### src/rtl/mic_clk_ctrl.sv
// mic_clk_ctrl -- PDM microphone clock sequencer (i2s_clk domain).
//
// Starts/stops the microphone clock, switches it glitch-free between a
// normal and a low-power rate, and masks the settling samples that follow
// every start or rate change. Downstream logic qualifies each sample with
// sample_stb & data_valid.
//
// Optional feature macro: MIC_CLK_CTRL_LOWPWR_EN
//   defined   -> mode_req, HALF_LO and the PARK rate-switch path are active
//   undefined -> mode_req ignored, cur_mode tied 0, PARK unreachable
//
// Ports:
//   i2s_clk    in   clock
//   reset_n    in   asynchronous active-low reset
//   start      in   level; begins clocking from IDLE
//   stop       in   level; ends clocking (beats start and rate change)
//   mode_req   in   0 = normal (HALF_HI), 1 = low-power (HALF_LO)
//   mic_clk    out  registered microphone clock
//   sample_stb out  one-cycle pulse on each mic_clk rising edge
//   data_valid out  settling complete, samples usable
//   cur_mode   out  rate currently in effect
//   busy       out  sequencer not IDLE
module mic_clk_ctrl #(
    parameter int unsigned HALF_HI      = 4,
    parameter int unsigned HALF_LO      = 16,
    parameter int unsigned SETTLE_EDGES = 3,
    parameter int unsigned PARK_CYCLES  = 8
) (
    input  logic i2s_clk,
    input  logic reset_n,
    input  logic start,
    input  logic stop,
    input  logic mode_req,
    output logic mic_clk,
    output logic sample_stb,
    output logic data_valid,
    output logic cur_mode,
    output logic busy
);

    localparam int unsigned HALF_MAX = (HALF_HI > HALF_LO) ? HALF_HI : HALF_LO;
    localparam int unsigned HCW = (HALF_MAX > 1) ? $clog2(HALF_MAX) : 1;
    localparam int unsigned ECW = (SETTLE_EDGES > 1) ? $clog2(SETTLE_EDGES) : 1;
    localparam int unsigned PCW = (PARK_CYCLES > 1) ? $clog2(PARK_CYCLES) : 1;

    localparam logic [HCW-1:0] TOP_HI   = HCW'(HALF_HI - 1);
    localparam logic [HCW-1:0] TOP_LO   = HCW'(HALF_LO - 1);
    localparam logic [ECW-1:0] EDGE_TOP = ECW'(SETTLE_EDGES - 1);
    localparam logic [PCW-1:0] PARK_TOP = PCW'(PARK_CYCLES - 1);

    typedef enum logic [2:0] {
        IDLE,
        SETTLE,
        RUN,
        FINISH,
        PARK
    } state_t;

    state_t         state, state_nx;
    logic [HCW-1:0] half_ctr, half_ctr_nx;
    logic [ECW-1:0] edge_ctr, edge_ctr_nx;
    logic [PCW-1:0] park_ctr, park_ctr_nx;
    logic           fin_park, fin_park_nx;   // FINISH ends in PARK (1) or IDLE (0)
    logic           mic_clk_nx, stb_nx, valid_nx, mode_nx;
    logic           mode_in, half_end, rate_chg;

`ifdef MIC_CLK_CTRL_LOWPWR_EN
    assign mode_in = mode_req;
`else
    logic mode_req_unused;
    assign mode_req_unused = mode_req;
    assign mode_in         = 1'b0;
`endif

    assign half_end = (half_ctr == (cur_mode ? TOP_LO : TOP_HI));
    assign rate_chg = (mode_in != cur_mode);

    always_comb begin
        state_nx    = state;
        half_ctr_nx = half_ctr;
        edge_ctr_nx = edge_ctr;
        park_ctr_nx = park_ctr;
        fin_park_nx = fin_park;
        mic_clk_nx  = mic_clk;
        stb_nx      = 1'b0;
        valid_nx    = data_valid;
        mode_nx     = cur_mode;

        case (state)
            IDLE: begin
                if (start && !stop) begin
                    state_nx    = SETTLE;
                    mode_nx     = mode_in;
                    half_ctr_nx = '0;
                    edge_ctr_nx = '0;
                    mic_clk_nx  = 1'b0;
                end
            end

            SETTLE, RUN: begin
                if (half_end) begin
                    half_ctr_nx = '0;
                    mic_clk_nx  = !mic_clk;
                    stb_nx      = !mic_clk;
                end else begin
                    half_ctr_nx = half_ctr + 1'b1;
                end

                // Leaving while low (or on the falling toggle itself) ends
                // immediately; a rise due this cycle is suppressed. Leaving
                // while high lets FINISH complete the full high phase.
                if (stop) begin
                    valid_nx = 1'b0;
                    if (!mic_clk || half_end) begin
                        state_nx    = IDLE;
                        mic_clk_nx  = 1'b0;
                        stb_nx      = 1'b0;
                        half_ctr_nx = '0;
                    end else begin
                        state_nx    = FINISH;
                        fin_park_nx = 1'b0;
                    end
                end else if (rate_chg) begin
                    valid_nx = 1'b0;
                    if (!mic_clk || half_end) begin
                        state_nx    = PARK;
                        mic_clk_nx  = 1'b0;
                        stb_nx      = 1'b0;
                        half_ctr_nx = '0;
                        park_ctr_nx = '0;
                        mode_nx     = mode_in;
                    end else begin
                        state_nx    = FINISH;
                        fin_park_nx = 1'b1;
                    end
                end else if (state == SETTLE) begin
                    if (stb_nx) begin
                        edge_ctr_nx = edge_ctr + 1'b1;
                        if (edge_ctr == EDGE_TOP) begin
                            state_nx = RUN;
                        end
                    end
                end else begin
                    valid_nx = 1'b1;
                end
            end

            FINISH: begin
                if (half_end) begin
                    half_ctr_nx = '0;
                    mic_clk_nx  = 1'b0;
                    if (fin_park && !stop) begin
                        state_nx    = PARK;
                        park_ctr_nx = '0;
                        mode_nx     = mode_in;
                    end else begin
                        state_nx = IDLE;
                    end
                end else begin
                    half_ctr_nx = half_ctr + 1'b1;
                end
            end

            PARK: begin
                if (stop) begin
                    state_nx = IDLE;
                end else if (park_ctr == PARK_TOP) begin
                    state_nx    = SETTLE;
                    park_ctr_nx = '0;
                    half_ctr_nx = '0;
                    edge_ctr_nx = '0;
                end else begin
                    park_ctr_nx = park_ctr + 1'b1;
                end
            end

            default: begin
                state_nx   = IDLE;
                mic_clk_nx = 1'b0;
                valid_nx   = 1'b0;
            end
        endcase
    end

    always_ff @(posedge i2s_clk or negedge reset_n) begin
        if (!reset_n) begin
            state      <= IDLE;
            half_ctr   <= '0;
            edge_ctr   <= '0;
            park_ctr   <= '0;
            fin_park   <= 1'b0;
            mic_clk    <= 1'b0;
            sample_stb <= 1'b0;
            data_valid <= 1'b0;
            cur_mode   <= 1'b0;
            busy       <= 1'b0;
        end else begin
            state      <= state_nx;
            half_ctr   <= half_ctr_nx;
            edge_ctr   <= edge_ctr_nx;
            park_ctr   <= park_ctr_nx;
            fin_park   <= fin_park_nx;
            mic_clk    <= mic_clk_nx;
            sample_stb <= stb_nx;
            data_valid <= valid_nx;
            cur_mode   <= mode_nx;
            busy       <= (state_nx != IDLE);
        end
    end

endmodule

### config.mk
export PLATFORM = sky130hd
export DESIGN_NAME = mic_clk_ctrl
export DESIGN_NICKNAME = d
export VERILOG_FILES = /design/src/rtl/mic_clk_ctrl.sv
export SDC_FILE = /design/constraint.sdc
export NUM_CORES = 1
export LEC_CHECK = 0
export CORE_MARGIN = 4
export CORE_UTILIZATION = 45
export CTS_BUF_LIST = sky130_fd_sc_hd__clkbuf_16
export DETAILED_ROUTE_END_ITERATION = 12
export GPL_TIMING_DRIVEN = 1
export SETUP_SLACK_MARGIN = 0.3
export SLEW_MARGIN = 20
export SYNTH_ARGS = -nofsm -noshare
export SYNTH_HDL_FRONTEND = slang
export SYNTH_SLANG_ARGS = --single-unit
### constraint.sdc
create_clock -name i2s_clk -period 2.95 [get_ports i2s_clk]
set_clock_uncertainty 0.05 [all_clocks]
set_input_delay 0.59 -clock i2s_clk [delete_from_list [all_inputs] [get_ports i2s_clk]]
set_output_delay 0.59 -clock i2s_clk [all_outputs]
set_load 0.05 [all_outputs]
## Word level (Yosys, flattened, before mapping)

Index checks and enable logic that the tools add are counted.
Widths: inputs -> output; s select.

| storage, ports and cells | value |
|---|---|
| register bits | 18 |
| bits in latches | 0 |
| memory bits (writable) | 0 |
| bits in read-only memories | 0 |
| input bits | 5 |
| logic and storage cells | 121 |
| memories kept | 0 |

| cells by class | value |
|---|---|
| $add $sub $neg | 3 |
| $mul | 0 |
| div/mod/pow operators | 0 |
| magnitude comparators | 0 |
| equal/unequal tests | 19 |
| shifts and indexed selects | 0 |
| muxes and demuxes | 65 |
| bitwise gates (word level) | 3 |
| reduce and logical (&&, ||, !) cells | 21 |

Operators with widths:

| cell | number |
|---|---|
| $mux 3 | 18 |
| $mux 4 | 8 |
| $mux 1 | 24 |
| $ne 2x2->1 const B | 11 |
| $mux 2 | 8 |
| $pmux 4 s4 | 1 |
| $pmux 3 s4 | 1 |
| $reduce_bool 3->1 | 4 |
| $pmux 3 s3 | 1 |
| $reduce_and 8->1 | 1 |
| $reduce_and 7->1 | 1 |
| $eq 3x2->1 const B | 2 |
| $eq 3x3->1 const B | 2 |
| $pmux 2 s3 | 1 |
| $reduce_and 3->1 | 2 |
| $reduce_and 5->1 | 1 |
| $add 4x1->4 const B | 1 |
| $eq 4x4->1 | 1 |
| $ne 4x4->1 const B | 1 |
| $pmux 1 s4 | 1 |
| $reduce_and 4->1 | 1 |
| $reduce_bool 4->1 | 1 |
| $add 3x1->3 const B | 1 |
| $eq 3x1->1 const B | 1 |
| other kinds (13) | 17 |

## Longest topological paths before layout

| depth | value |
|---|---|
| depth in word-level cells | 10 |
| depth in mapped cells | 10 |

## Worst setup path after synthesis

Ideal clock, no wire load.

| timing | value |
|---|---|
| path kind | register to register |
| start | register cur_mode |
| end | register busy |
| arrival | 2.592 ns |
| data required time | 2.769 ns |
| setup slack | 0.177 ns |
| cell stages (with the launch flop) | 11 |
| path buffers | 1 |
| cell sequence | dfrtp_1 > buf_6 > and3_4 > o21ai_1 > inv_1 > ha_1 > a2111oi_0 > nor3_1 > a21oi_1 > o32ai_1 > or3_1 |

| on the way | value |
|---|---|
| cells in the longest elaborated chain, start to end | 10 |

Ends and longest elaborated chain:

| element | line | RTL |
|---|---|---|
| from (decl) | 37 | `output logic cur_mode,` |
| from (signal assigned) | 206 | `cur_mode <= mode_nx;` |
| $mux 4 | 75 | `assign half_end = (half_ctr == (cur_mode ? TOP_LO : TOP_HI));` |
| $eq 4x4->1 | 75 |  |
| $mux 1 | 101 | `if (half_end) begin` |
| $mux 1 | 89 | `case (state)` |
| $mux 3 | 137 | `if (stb_nx) begin` |
| $mux 3 | 136 | `end else if (state == SETTLE) begin` |
| $mux 3 | 123 | `end else if (rate_chg) begin` |
| $mux 3 | 112 | `if (stop) begin` |
| $pmux 3 s4 * | 89 |  |
| net state_nx[1] | 59 | `state_t state, state_nx;` |
| $reduce_bool 3->1 * | 207 | `busy <= (state_nx != IDLE);` |
| to (signal assigned) | 207 |  |
| to (decl) | 38 | `output logic busy` |

The timed path passes the listed nets; every way through them passes the cells marked *. The select of a mux whose other input is x is not followed.
A chain may end at the register's enable or synchronous reset.

## Worst setup path in the final report

| timing | value |
|---|---|
| start | register cur_mode |
| end | register half_ctr[3] |

| on the way | value |
|---|---|
| cells in the longest elaborated chain, start to end | 7 |

Ends and longest elaborated chain:

| element | line | RTL |
|---|---|---|
| $mux 4 | 75 |  |
| $eq 4x4->1 | 75 |  |
| $mux 4 / $logic_or 1x1->1 (equally long branches) | - |  |
| $mux 4 | 114, 125 |  |
| $mux 4 | 123 |  |
| $mux 4 | 112 |  |
| $pmux 4 s4 * | 89 |  |
| to (signal assigned) | 199 | `half_ctr <= half_ctr_nx;` |
| to (decl) | 60 | `logic [HCW-1:0] half_ctr, half_ctr_nx;` |

Every way passes the cells marked *; elsewhere a longest branch is shown, timed or not.

==> impl_metrics.py <==
metrics = {
    "power": {
        "ir_drop_mv": 0.6586,
        "clkPwrFrac_pct": 24.8,
        "power.share.switching_pct": 38.53,
        "p_total_w": 0.001082,
        "p_seq_share_pct": 33.5,
        "leakagePower_nw": 0.5929,
        "power_density_nw_per_um2": 781.3,
        "p_comb_share_pct": 41.7,
        "power_switching_w": 0.0004169,
        "intPower_w": 0.0006652,
    },
    "finish": {
        "seq_area_sq_um": 451.7,
        "n_antenna_cell": 0,
        "layout-drive-gt1-share_pct": 15.75,
        "area_delta_synth_final_pct": 15.43,
        "multi_input_area_sq_um": 710.7,
        "final_nets": 139,
        "nFillCells": 224,
    },
    "clock_network": {
        "clock_latency_ps": 250,
        "htree_levels": 1,
        "cts_tree": "yes",
        "clockBufferDepth": 2,
        "root_buffer": "clkbuf_16",
        "cts_sinks": 18,
        "cts_setup_buffers": 0,
        "cts_made_buffers": 3,
        "clk_pin_slew_worst_paths_ps": 50,
        "cts_hold_buffers": 0,
    },
    "placement": {
        "gp_congestion": 0.8260,
        "dp_slack_ps": 257.6,
        "portBuffers": 8,
        "hpwl_mm": 1.769,
    },
    "global_routing": {
        "grt_max_degree": 19,
        "grt_pass1_vias": 874,
        "use_met3_pct": 3.268,
        "overflow": 0,
        "grt_pass1_wl_mm": 4.029,
        "grt_usage_pct": 15.03,
        "top_usage_layer": "met2",
        "use_met1_pct": 19.25,
        "grt_util_met2_pct": 25.12,
        "grt_antenna_before_repair": 0,
    },
    "sta": {
        "hold_viol": 0,
        "timing.final.setup_violations": 0,
        "period_minus_slack_ps": 2556,
        "worst_pin_slew_ps": 817.0,
        "period_share_pct": 86.63,
        "finalSetupTns_ps": 0,
        "setup_slack_ps": 394.3,
        "maxSlewViolCount": 0,
        "slew_headroom_pct": 45.36,
        "rsz0062_at_grt": "yes",
        "max_freq_mhz": 391.3,
    },
    "logic_synthesis": {
        "synthArstFlopShare_pct": 100.0,
        "synth_edf_count": 0,
        "synth_top_family_by_area": "compound AO/OA/AOI/OAI gates",
        "synthXorXnorAreaFrac_pct": 0,
        "ys.flop_type": "dfrtp_1",
        "synth.distinct_cells": 46,
        "syn_nets": 132,
        "synth_area_sq_um": 1200,
        "synth_adder_area_share_pct": 6.257,
        "ys_warn_count": 0,
        "syn_inst": 121,
        "synth-seq-area-share_pct": 37.54,
        "synth-simple-area-share_pct": 20.13,
        "muxShareOfSynthArea_pct": 7.195,
        "synth-compound-area-share_pct": 22.94,
        "synth_seq_cells": 18,
        "syn-mean-instance-area_sq_um": 9.917,
    },
    "setup_path": {
        "worstPathRequired_ps": 3060,
        "cp-startpoint": "cur_mode$_DFFE_PN0P_",
        "reg2reg_from": "cur_mode$_DFFE_PN0P_",
        "cp-end-kind": "register",
        "crit_type": "reg -> reg",
        "start_kind": "register",
        "arrival_ps": 2670,
        "crit_fanout": 12,
    },
    "drt": {
        "routed_wl_mm": 2.401,
        "dr.pass1.iters": 5,
        "drc": 0,
        "drtAntennaViolNets": 0,
        "wire_per_inst_um": 15.29,
        "viasPerCell": 5.790,
        "vias": 909,
        "drt-initial-drc-count": 27,
    },
    "die": {
        "rows": 18,
        "ios": 10,
        "dieWidth_um": 59.64,
        "die_area_sq_um": 3556,
        "initial_core_util_pct": 48.00,
        "die_h_um": 59.64,
        "fp.coreArea_sq_um": 2500,
    },
    "min_path": {
        "min-delay-start": "edge_ctr[1]$_DFFE_PN0P_",
        "hold_path.class": "reg -> reg",
    },
    "status": {
        "outcome": "finished clean",
    },
    "job": {
        "cap_viol_max_count": 0,
    },
}
## repair_timing
action,in CTS,in global routing
pin swaps,0,0
endpoints found under the setup margin,2,5
resized for setup,0,4
## Yosys cell counts (3+ instances only)
master / n / area share (%)
nor2_1: 7 / 2.2
mux2i_1: 3 / 2.5
nand2b_1: 6 / 3.1
o21ai_0: 9 / 3.8
mux2_4: 3 / 3.8
a21oi_1: 4 / 1.7
dfrtp_1: 18 / 38
nor3_1: 3 / 1.3
buf_6: 3 / 2.8
a31oi_1: 3 / 1.6
nand2_1: 6 / 1.9
nand3_1: 4 / 1.7
ha_1: 6 / 6.3
buf_2: 3 / 1.3
inv_1: 5 / 1.6
## path summary, 6_finish.rpt
| check | cells past startpoint | end | slack [ps] |
|---|---|---|---|
| max in group asynchronous | 1 | cur_mode$_DFFE_PN0P_ | 1520 |
| worst max-delay path | 8 | half_ctr[3]$_DFFE_PN0P_ | 390 |
| worst min-delay path | 1 | edge_ctr[1]$_DFFE_PN0P_ | 470 |
| min in group asynchronous | 1 | park_ctr[2]$_DFFE_PN0P_ | 770 |
| worst max register to register | 8 | half_ctr[3]$_DFFE_PN0P_ | 390 |
| worst min register to register | 1 | edge_ctr[1]$_DFFE_PN0P_ | 470 |
## power groups by stage
stage | registers (W) | clock network, W | logic, W
after floorplan | 0.000402 | 0 | 0.000304
after global placement | 0.000364 | 0 | 0.000433
after detailed placement | 0.000366 | 0 | 0.000444
after CTS | 0.000360 | 0.000275 | 0.000447
after global routing | 0.000372 | 0.000283 | 0.000504
final | 0.000362 | 0.000268 | 0.000452
## flip-flops by register name (all words and copies together) (netlist names)
name / flops
busy: 1
cur_mode: 1
data_valid: 1
edge_ctr: 2
fin_park: 1
half_ctr: 4
mic_clk: 1
park_ctr: 3
sample_stb: 1
state: 3
## worst max-delay path, stage by stage, from the launching register on
cell and delay (ps):
dfrtp_2 490, and3_4 220, o21ai_4 230, ha_2 310, o21ba_2 220, a221oi_4 380, nand2_2 110, or3_1 350
o211ai_1 100
## per-stage QoR
stage	hold slack (ps)	area, sq um	std cells	util [%]
floorplan	244.4	1206	121	-
global placement	443.1	1279	153	51.15
detailed placement	455.3	1279	153	51.15
CTS	467.1	1358	157	54.30
global route	484.1	1385	157	55.41
finish	473.0	1385	157	55.41
## layer usage
| layer | up-vias | routed length [um] |
|---|---|---|
| met3 | 2 | 59 |
| met5 | - | 0 |
| met1 | 436 | 1177 |
| met2 | 10 | 1147 |
| li1 | 461 | - |
| met4 | 0 | 17 |
## final cells by class
type                       count  area share [%]
inverter                       5           1.355
clock inverter                 1          0.2710
sequential                    18           32.61
timing repair buffer           9           6.323
tap                           30           2.710
multi-input combinational     91           51.31
clock buffer                   3           5.420
## layout by cell type (no fill, tap or decap), drive strengths merged, types with 2 or more instances in the layout
master / Yosys / routed
o21ai: 10 / 10
nand3: 4 / 4
nand3b: 2 / 2
o211ai: 2 / 2
o31ai: 2 / 2
or3: 2 / 2
nand2: 7 / 7
a31oi: 3 / 3
o21a: 2 / 2
a2bb2oi: 2 / 2
nor3: 4 / 4
nand2b: 6 / 6
nor2: 8 / 8
clkbuf: 1 / 3
inv: 5 / 5
mux2: 4 / 4
dfrtp: 18 / 18
clkdlybuf4s50: 0 / 8
and3: 3 / 3
mux2i: 3 / 3
a32o: 2 / 2
ha: 6 / 6
a21oi: 4 / 4
## cell families (layout without fill, tap and decap cells)
group	Yosys count	after routing
AOI/OAI and AO/OA	36	36
muxes	7	7
DFF	18	18
adders and majority gates	6	6
and+or+nand+nor	42	42
buffers and inverters	12	18
(Power assumes the default switching activity.)
